File: config.mk
export PLATFORM = sky130hd
export DESIGN_NAME = fetch_stage
export DESIGN_NICKNAME = d
export VERILOG_FILES = /design/src/rtl/fetch_pkg.sv /design/src/rtl/if_id_reg.sv /design/src/rtl/fetch_stage.sv
export SDC_FILE = /design/constraint.sdc
export NUM_CORES = 1
export LEC_CHECK = 0
export CORE_ASPECT_RATIO = 1.75
export CORE_MARGIN = 8
export CORE_UTILIZATION = 48
export DETAILED_ROUTE_END_ITERATION = 6
export GPL_TIMING_DRIVEN = 0
export HOLD_SLACK_MARGIN = 0.06
export PLACE_DENSITY = 0.8
export SYNTH_ARGS = -nofsm -noshare
export SYNTH_HDL_FRONTEND = slang
export SYNTH_SLANG_ARGS = --single-unit
File: constraint.sdc
create_clock -name clk -period 2.2 [get_ports clk]
set_input_delay 0.33 -clock clk [delete_from_list [all_inputs] [get_ports clk]]
set_output_delay 0.33 -clock clk [all_outputs]
set_load 0.01 [all_outputs]
File: src/rtl/fetch_pkg.sv
// fetch_pkg: shared constants and FSM state type for the IF stage.
package fetch_pkg;
  localparam int XLEN = 32;
  localparam logic [XLEN-1:0] NOP_INSTR_DEF = 32'h0000_0013;
  typedef enum logic [1:0] {REQ, WAIT, HAVE, DROP} fetchState_t;
endpackage

File: src/rtl/if_id_reg.sv
// if_id_reg: IF/ID pipeline register; flush beats stall, idle cycles load a bubble.
module if_id_reg import fetch_pkg::*; #(
  parameter logic [XLEN-1:0] NOP_INSTR = NOP_INSTR_DEF
) (
  input  logic            clk,
  input  logic            rst_n,
  input  logic            flush,
  input  logic            stall,
  input  logic            load,
  input  logic [XLEN-1:0] instr,
  input  logic [XLEN-1:0] pc,
  input  logic [XLEN-1:0] pcPlus4,
  output logic [XLEN-1:0] InstrD,
  output logic [XLEN-1:0] PCD,
  output logic [XLEN-1:0] PCPlus4D,
  output logic            ValidD
);
  // Bubbles keep PCD/PCPlus4D so decode still sees the last known PC.
  always_ff @(posedge clk or negedge rst_n) begin
    if (!rst_n) begin
      InstrD   <= NOP_INSTR;
      PCD      <= '0;
      PCPlus4D <= '0;
      ValidD   <= 1'b0;
    end else if (flush || (!stall && !load)) begin
      InstrD <= NOP_INSTR;
      ValidD <= 1'b0;
    end else if (!stall) begin
      InstrD   <= instr;
      PCD      <= pc;
      PCPlus4D <= pcPlus4;
      ValidD   <= 1'b1;
    end
  end
endmodule

File: src/rtl/fetch_stage.sv
// fetch_stage: IF stage with single-outstanding imem handshake and IF/ID register.
// Define FETCH_STATS_EN to add the bubble/redirect statistic counters.
module fetch_stage import fetch_pkg::*; #(
  parameter logic [XLEN-1:0] RESET_PC  = 32'h0000_0000,
  parameter logic [XLEN-1:0] NOP_INSTR = NOP_INSTR_DEF
) (
  input  logic            clk,
  input  logic            rst_n,
  input  logic            StallF,
  input  logic            StallD,
  input  logic            FlushD,
  input  logic            PCSrcE,
  input  logic [XLEN-1:0] PCTargetE,
  output logic            imem_req,
  output logic [XLEN-1:0] imem_addr,
  input  logic            imem_ready,
  input  logic            imem_rvalid,
  input  logic [XLEN-1:0] imem_rdata,
  output logic [XLEN-1:0] InstrD,
  output logic [XLEN-1:0] PCD,
  output logic [XLEN-1:0] PCPlus4D,
  output logic            ValidD,
  output logic            FetchBusy
`ifdef FETCH_STATS_EN
  ,
  output logic [XLEN-1:0] stat_bubble_cnt,
  output logic [XLEN-1:0] stat_redirect_cnt
`endif
);
  fetchState_t state, stateNext;
  logic [XLEN-1:0] pcF, fbuf, word;
  logic avail, advance;
  assign avail     = (state == HAVE) || (state == WAIT && imem_rvalid);
  assign advance   = avail && !StallF && !StallD && !PCSrcE;
  assign word      = (state == HAVE) ? fbuf : imem_rdata;
  assign FetchBusy = !avail;
  assign imem_req  = rst_n && (state == REQ);
  assign imem_addr = pcF;
  // A redirect with a request in flight must swallow the stale response in DROP.
  always_comb begin
    stateNext = state;
    case (state)
      REQ:     stateNext = imem_ready ? (PCSrcE ? DROP : WAIT) : REQ;
      WAIT:    stateNext = imem_rvalid ? ((PCSrcE || advance) ? REQ : HAVE) : (PCSrcE ? DROP : WAIT);
      HAVE:    stateNext = (PCSrcE || advance) ? REQ : HAVE;
      DROP:    stateNext = imem_rvalid ? REQ : DROP;
      default: stateNext = REQ;
    endcase
  end
  always_ff @(posedge clk or negedge rst_n) begin
    if (!rst_n) begin
      state <= REQ;
      pcF   <= RESET_PC;
      fbuf  <= '0;
    end else begin
      state <= stateNext;
      pcF   <= PCSrcE ? PCTargetE : advance ? pcF + 32'd4 : pcF;
      if (state == WAIT && imem_rvalid && !advance && !PCSrcE) fbuf <= imem_rdata;
    end
  end
  if_id_reg #(.NOP_INSTR(NOP_INSTR)) ifId (
    .clk(clk), .rst_n(rst_n), .flush(FlushD), .stall(StallD), .load(advance),
    .instr(word), .pc(pcF), .pcPlus4(pcF + 32'd4),
    .InstrD(InstrD), .PCD(PCD), .PCPlus4D(PCPlus4D), .ValidD(ValidD)
  );
`ifdef FETCH_STATS_EN
  always_ff @(posedge clk or negedge rst_n) begin
    if (!rst_n) begin
      stat_bubble_cnt   <= '0;
      stat_redirect_cnt <= '0;
    end else begin
      if (!FlushD && !StallD && !advance) stat_bubble_cnt <= stat_bubble_cnt + 32'd1;
      if (PCSrcE) stat_redirect_cnt <= stat_redirect_cnt + 32'd1;
    end
  end
`endif
endmodule

---- Yosys cells after proc, flatten, opt, wreduce, memory -nomap -nowiden ----
Index checks and enable logic that the tools add are counted.
cells by class
  add/subtract/negate cells ............... 1
  equality and inequality tests ........... 4
  muxes and demuxes ....................... 13
  bitwise gates (word level) .............. 2
  reductions and logical operators ........ 19
operators with widths
  kind                   number
  $mux 32                5
  $add 32x3->32 const B  1
  $mux 2                 5
  $logic_and 1x1->1      8
  $pmux 2 s4             1
  $logic_not 1->1        5
  $eq 2x2->1 const B     2
  $logic_or 1x1->1       3
  $eq 2x1->1 const B     1
  $logic_not 2->1        1
  $mux 1                 2
  $ne 2x1->1 const B     1
  $not 1->1              2
  $reduce_and 2->1       1
  $reduce_bool 2->1      1
word-level totals
  register bits ........................... 163
  bits of input ports ..................... 72
  output and inout bits ................... 131
  logic and storage cells ................. 46

---- Longest topological paths before layout ----
Gate-level depths: netlist of run 1.
  depth in word-level cells ............... 11
  gate-level depth with buffers ........... 8
  depth with buffers taken out ............ 6

---- Hierarchy ----
From an unflattened synthesis of run 1, not the netlist that was laid out.
second synthesis, totals
  cells, all modules ...................... 778
  area total of the unflattened synthesis .. 8359.3 um^2
modules (own cells, without submodules)
  module       times used  cells each  area an instance (um^2)  seq. area each (um^2)
  fetch_stage  1           497         4232.8                   1651.6
  if_id_reg    1           281         4126.5                   2431.1

---- Worst setup path after synthesis of run 1 ----
OpenSTA, ideal clock, no wires.
  path type ............................... register to register
  from .................................... register pcF[2] (netlist: imem_addr[2])
  to ...................................... register ifId.PCPlus4D[30]
  library setup time ...................... 131 ps
  arrival time ............................ 1956 ps
  data required time ...................... 2069 ps
  slack ................................... 113 ps
  cell stages (with the launch flop) ...... 9
  buffers on the path ..................... 2
  clock period less this slack ............ 2087 ps
  cells stage by stage .................... dfrtp_1 -> ha_1 -> nand4_1 -> or4_1 -> buf_2 -> buf_6 -> nor3_2 -> xnor2_1 -> o21ai_1
on the way
  cells in the longest elaborated chain, start to end .. 1
ends and longest elaborated chain
  what                    RTL line           RTL
  from (decl)             fetch_stage.sv:31  logic [XLEN-1:0] pcF, fbuf, word;
  from (signal assigned)  fetch_stage.sv:57  pcF <= PCSrcE ? PCTargetE : advance ? pcF + 32'd4 : pcF;
  $add 32x3->32           fetch_stage.sv:63  .instr(word), .pc(pcF), .pcPlus4(pcF + 32'd4),
  to (signal assigned)    if_id_reg.sv:31    PCPlus4D <= pcPlus4;
  to (decl)               if_id_reg.sv:15    output logic [XLEN-1:0] PCPlus4D,
No other way between the ends.
A chain may end at the register's enable or synchronous reset.

---- Worst setup path in the final report of run 1 ----
  from .................................... register state[1]
  to ...................................... output port FetchBusy
on the way
  cells in the longest elaborated chain, start to end .. 4
  elaborated cells on any way between the ends .. 5
  those cells by class .................... eq/ne: 2; reduce/logical: 3
ends and longest elaborated chain
  what                    RTL line           RTL
  from (decl)             fetch_stage.sv:30  fetchState_t state, stateNext;
  from (signal assigned)  fetch_stage.sv:56  state <= stateNext;
  $eq 2x1->1              fetch_stage.sv:33  assign avail = (state == HAVE) || (state == WAIT && imem_rvalid);
  $logic_and 1x1->1       fetch_stage.sv:33
  $logic_or 1x1->1 (*)    fetch_stage.sv:33
  $logic_not 1->1 (*)     fetch_stage.sv:36  assign FetchBusy = !avail;
  to (decl)               fetch_stage.sv:23  output logic FetchBusy
Mark *: on every way between the ends. The rest lies on a longest branch, timed or not.

==> results of run 1 <==
## per-stage QoR
step / instances / hold WS [ns]
2_1_floorplan: 746 / 0.0344
3_3_place_gp: 1134 / 0.457
3_5_place_dp: 1135 / 0.291
4_1_cts: 1176 / 0.0669
5_1_grt: 1180 / 0.0762
6_report: 1180 / 0.0726
## cells by family (layout without fill, tap and decap cells)
family	count (synthesis)	after routing
other	0	1
and+or+nand+nor	298	298
xor gates and xnor gates	48	48
DFF	161	161
AOI/OAI and AO/OA	109	109
adders and majority gates	1	1
buffers and inverters	65	312
muxes	64	64
## cell type report
type | count | area, µm²
buffer | 59 | 298
inverter | 6 | 22.5
timing repair buffer | 215 | 2230
tap | 186 | 233
clock inverter | 12 | 121
fill | 1189 | 4690
clock buffer | 20 | 457
antenna | 1 | 2.50
sequential | 161 | 4030
multi-input combinational | 520 | 3080
## registers in the layout, summed over array words and instances (netlist names)
register / cells
ifId.ValidD: 1
ifId.PCD: 30
imem_addr: 32
ifId.InstrD: 32
state: 2
ifId.PCPlus4D: 32
fbuf: 32
## cells in the final DEF (no fill, tap or decap), types with 4 or more instances in the layout
cell type / Yosys / routed
a31oi_1: 9 / 9
and4_1: 5 / 5
buf_16: 0 / 4
buf_2: 23 / 18
buf_4: 4 / 11
clkbuf_1: 27 / 24
clkbuf_16: 0 / 17
clkbuf_2: 1 / 4
clkbuf_4: 0 / 6
clkdlybuf4s50_1: 0 / 201
dfrtp_1: 158 / 157
inv_1: 6 / 6
inv_6: 0 / 6
mux2_2: 34 / 34
mux2i_1: 30 / 30
nand2_1: 199 / 199
nand3_1: 15 / 13
nand4_1: 12 / 12
nor2_1: 24 / 23
nor3_1: 12 / 10
nor3_2: 6 / 7
o21ai_0: 79 / 79
o21ai_1: 12 / 12
or3_1: 7 / 7
or4_1: 5 / 4
xnor2_1: 28 / 28
xor2_1: 20 / 20
## final timing paths
kind / start / to / slack, ns / cells past startpoint
min in group clk: PCTargetE[26] / imem_addr[26] / 0.45 / 3
hold reg to reg: ifId.PCD[17] / ifId.PCD[17] / 0.47 / 2
setup / recovery: state[1] / FetchBusy / 0.05 / 3
max in group asynchronous: rst_n / imem_addr[2] / 1.07 / 4
setup reg to reg: imem_addr[3] / imem_addr[31] / 0.09 / 7
hold / removal: rst_n / fbuf[24] / 0.07 / 2
## routing by layer
layer,track usage [%],vias up,share of wire [%]
met5,0,-,0
met4,11.7,0,3.7
met3,5.19,48,5.7
met2,42.0,202,53
met1,25.6,3030,37
li1,-,2966,-
## worst reg2reg max path, delay by kind of cell (launching register included)
family        cells  cell delay [ns]
flops             1             0.39
simple gates      5             1.43
buf+inv           2             0.24
## timing repair
| item | 4_1_cts | 5_1_grt |
|---|---|---|
| endpoints found under the hold margin | 54 | 0 |
| hold buffers | 5 | 0 |
| buffers inserted | 3 | 3 |
| endpoints found under the setup margin | 66 | 78 |
| cloned | 1 | 0 |
| pin swaps | 1 | 1 |
| resized for setup | 11 | 17 |
## power by group through the flow
stage	Sequential (mW)	Combinational [mW]	Clock [mW]
floorplan	4.64	1.39	0
global placement	4.39	3.56	0
detailed placement	4.44	3.64	0
CTS	4.39	3.72	2.99
global route	4.51	4.01	3.09
finish	4.41	3.73	2.93
==> impl_metrics.ini, run 1 <==
[detailed_routing]
num_vias = 6246
avgViaCountPerCell = 5.29
first_iter_violations = 249
post_drt_wl_per_cell_um = 19.7
routed_wl_mm = 23.2
ant_nets = 0
drt-pass1-iter-count = 4
drc_errors = 0

[pwr]
power_mw = 11.1
power_leakage_nw = 4.60
power.density_nw_per_um2 = 1060
switchingPower_mw = 3.52
sw_frac_of_total_pct = 31.8
p_clk_share_pct = 26.5
pwr-share-comb_pct = 33.7
p_seq_share_pct = 39.8
p_int_mw = 7.54
ir_worst_vdd_mv = 0.615

[sta]
fmax_ghz = 0.465
period_needed_ns = 2.15
post-route-period-util_pct = 97.8
tightest_slew_ns = 0.744
fin_setup_tns_ns = 0
final_max_slew_viol_count = 0
rsz0062_at_grt = false
finalSetupViolCount = 0
setup_ws_ns = 0.0494
slew-limit-headroom_pct = 50.4
fin_skew_ns = 0.0105
hold_viol_final = 0

[logic_synthesis]
syn_avg_cell_area_um2 = 9.86
ys.flop_type = dfrtp_1
post-synth-top-count-cell = nand2_1
yosys-mux-area-fraction_pct = 9.29
ys_top_cells_by_count = nand2_1, dfrtp_1, o21ai_0
yosysUniqueCellTypes = 38
synth_top_area_share_pct = 53.8
yosys.area_share.xor_xnor_pct = 5.72
synth_top_family_by_area = simple AND/OR/NAND/NOR gates
yosysTopAreaCell = dfrtp_1
yosys_warnings = 0
synthAdderAreaFrac_pct = 0.170
seq_area_frac_synth_pct = 54.9
syn_inst = 746
ys_ff_latch = 161
synthTopCellsByArea = dfrtp_1, nand2_1, o21ai_0
syn_nets = 819
synth_simple_gate_area_share_pct = 18.0
synth_compound_area_share_pct = 7.91
synth_edf_count = 0
synth_area_um2 = 7350
synthArstFlopShare_pct = 100

[cells_and_area]
fin_util_pct = 69.1
nNetsFinal = 1053
area_delta_synth_final_pct = 42.5
drive_above_1_share_pct = 13.3
final_area_um2 = 10500

[setup_path]
cp-end-kind = output pin
start_kind = flip-flop
required_ns = 1.87
crit_arrival_ns = 1.82
path_buf_inv = 1
cp_slowest_cell = clkdlybuf4s50_1
cp_slowest_stage_delay_ns = 0.56
path_class = flip-flop to output pin
path_cells = and3b_2 > nor2_1 > clkdlybuf4s50_1
path_max_fanout = 7
path_delay_family = buffers and inverters

[run]
drv_cap = 0

[worst_hold_path]
hold_path_class = input port to asynchronous set/reset pin

[die]
initial_core_util_pct = 48.5
die_h_um = 180
placeableCoreArea_um2 = 15200
dieArea_um2 = 19700
chipWidth_um = 110
io_pins = 203
row_count = 60

[grt]
track_usage_pct = 23.8
grt_max_degree = 55
overflow = 0
antenna_found_initial = 1
grt_pass1_wl_mm = 35.9
grt_pass1_vias = 6603

[placement]
io_buffers = 202
hpwlAfterDp_mm = 16.7
routabilityCongestion = 0.859
dpl_cell_area_um2 = 9640
place_ws_ns = -0.510

[run_status]
outcome = complete, no violations

[cts]
h-tree-depth = 4
numCtsBuffers = 17
path_clk_slew_ns = 0.07
clkLatencyLatePin_ns = 0.42
clockBufferDepth = 2
clock-sinks = 161
cts_root_buf = clkbuf_16
cts_tree = built
No activity file was read; power rests on OpenSTA's default activity.
==> inputs of run 2 (changes only) <==
- GPL_ROUTABILITY_DRIVEN: not set -> 0
- PLACE_DENSITY: 0.8 -> 0.81
- SLEW_MARGIN: not set -> 15
==> run 2 against run 1 <==
Via count fell by 0.26%. Clock skew fell by 0.0015 ns. Total power down 0.96%. Worst setup slack worse by 0.0053 ns. Clock-buffer cell count fell by 2. Critical path depth up 4. Routed wire length down 3.7%. Register-to-register slack lost 0.05 ns.
==> impl_metrics.ini, run 2 (synthesis results as in run 1) <==
[die]
dieArea_um2 = 19700
initial_core_util_pct = 48.5
io_pins = 203
chipWidth_um = 110
placeableCoreArea_um2 = 15200
row_count = 60
die_h_um = 180

[cts]
clkLatencyLatePin_ns = 0.42
clockBufferDepth = 2
cts_root_buf = clkbuf_16
path_clk_slew_ns = 0.07
h-tree-depth = 4
clock-sinks = 161
numCtsBuffers = 17
cts_tree = built

[setup_path]
cp-end-kind = flip-flop
start_kind = flip-flop
path_buf_inv = 2
path_delay_family = simple AND/OR/NAND/NOR gates
cp_slowest_cell = dfrtp_1
crit_top_cell = buf_4
cp_slowest_stage_delay_ns = 0.40
crit_arrival_ns = 2.49
required_ns = 2.54
path_class = flip-flop to flip-flop
path_max_fanout = 8
path_cells = buf_4 > nand3_1 > nor3_4 > buf_4 > nand3_2 > or3_1 > a31oi_1

[sta]
tightest_slew_ns = 0.782
fin_skew_ns = 0.00893
hold_viol_final = 0
post-route-period-util_pct = 98.0
finalSetupViolCount = 0
slew-limit-headroom_pct = 47.9
rsz0062_at_grt = true
fmax_ghz = 0.464
hold_slack_ns = 0.455
period_needed_ns = 2.16
final_max_slew_viol_count = 0

[detailed_routing]
routed_wl_mm = 22.3
ant_nets = 0
num_vias = 6230
post_drt_wl_per_cell_um = 18.9
drc_errors = 0
drt-pass1-iter-count = 4
avgViaCountPerCell = 5.28
first_iter_violations = 271

[placement]
hpwlAfterDp_mm = 16.4
io_buffers = 202

[cells_and_area]
mostFrequentLayoutCells = clkdlybuf4s50_1, nand2_1, dfrtp_1
num_antenna_cells = 0
fin_util_pct = 69.3
drive_above_1_share_pct = 13.7
nNetsFinal = 1055
area_delta_synth_final_pct = 42.9
mostFrequentLayoutCell = clkdlybuf4s50_1

[pwr]
ir_worst_vdd_mv = 0.609
power.density_nw_per_um2 = 1040
pwr-share-comb_pct = 33.6
p_clk_share_pct = 26.3
switchingPower_mw = 3.47
p_seq_share_pct = 40.1
power_leakage_nw = 4.65
sw_frac_of_total_pct = 31.7
p_int_mw = 7.49

[grt]
antenna_found_initial = 0
overflow = 0
grt_pass1_vias = 6764
grt_pass1_wl_mm = 35.4
track_usage_pct = 23.2
grt_max_degree = 55

[run]
drv_cap = 0

[worst_hold_path]
hold_path_class = input port to flip-flop

[run_status]
outcome = complete, no violations
==> run 2: cell count changes in the layout (fill, tap and decap cells not counted), moves of 2 or more <==
| cell | before | now |
|---|---|---|
| buf_4 | 11 | 16 |
| inv_8 | 0 | 3 |
| clkbuf_4 | 6 | 4 |
| clkbuf_8 | 2 | 0 |
| clkinv_4 | 3 | 1 |
==> run 2: per-stage QoR <==
stage,power [mW],cell area [µm²],std cells,setup slack (ns),setup TNS [ns]
floorplan,6.03,7350,746,0.113,0
global placement,7.95,9610,1134,-5.82,-975.32
detailed placement,8.06,9640,1135,-0.488,-44.97
CTS,11.0,10400,1176,0.00805,0
global route,11.5,10500,1181,-0.0289,-0.0761
finish,11.0,10500,1181,0.0441,0
==> run 2: layer usage <==
layer  vias up  wire length [µm]  global-route usage (%)
met1      2987              7920                    24.5
met3        62              1460                    5.27
li1       2976                 -                       -
met5         -                 0                       0
met2       205             12000                    40.4
met4         0               974                    13.5
==> run 2: timing repair <==
item                                    in CTS  in global routing
gates cloned                                 1                  0
setup buffers                                3                  6
endpoints found under the hold margin       54                  0
pin swaps                                    0                  3
gates resized for setup                     10                 26
endpoints found under the setup margin      60                 62
hold buffers                                 5                  0
==> run 2: tightest hold or removal path: stages <==
cell	delay, ns
clkdlybuf4s50_1	0.39
nand2_1	0.06
o21ai_1	0.05
==> run 2: final timing paths <==
path,startpoint,end,slack (ns),cells after the start
max,imem_addr[3],ifId.PCPlus4D[31],0.04,7
min,PCTargetE[24],imem_addr[24],0.46,3
max reg2reg,imem_addr[3],ifId.PCPlus4D[31],0.04,7
min reg2reg,ifId.PCD[12],ifId.PCD[12],0.47,2
max in group asynchronous,rst_n,ifId.InstrD[12],0.69,5
min in group asynchronous,rst_n,ifId.InstrD[1],0.61,3
==> run 2: power groups by stage <==
stage / sequential (mW) / combinational [mW] / clock (mW)
detailed placement: 4.44 / 3.62 / 0
floorplan: 4.64 / 1.39 / 0
global placement: 4.40 / 3.55 / 0
CTS: 4.38 / 3.71 / 2.96
global route: 4.50 / 3.99 / 3.05
finish: 4.39 / 3.68 / 2.89
==> run 2: cell type report <==
cell class / instances / area (µm²)
timing repair buffer: 218 / 2260
multi-input combinational: 520 / 3090
inverter: 6 / 22.5
clock buffer: 18 / 429
buffer: 58 / 295
clock inverter: 14 / 143
sequential: 161 / 4040
fill: 1175 / 4660
tap: 186 / 233
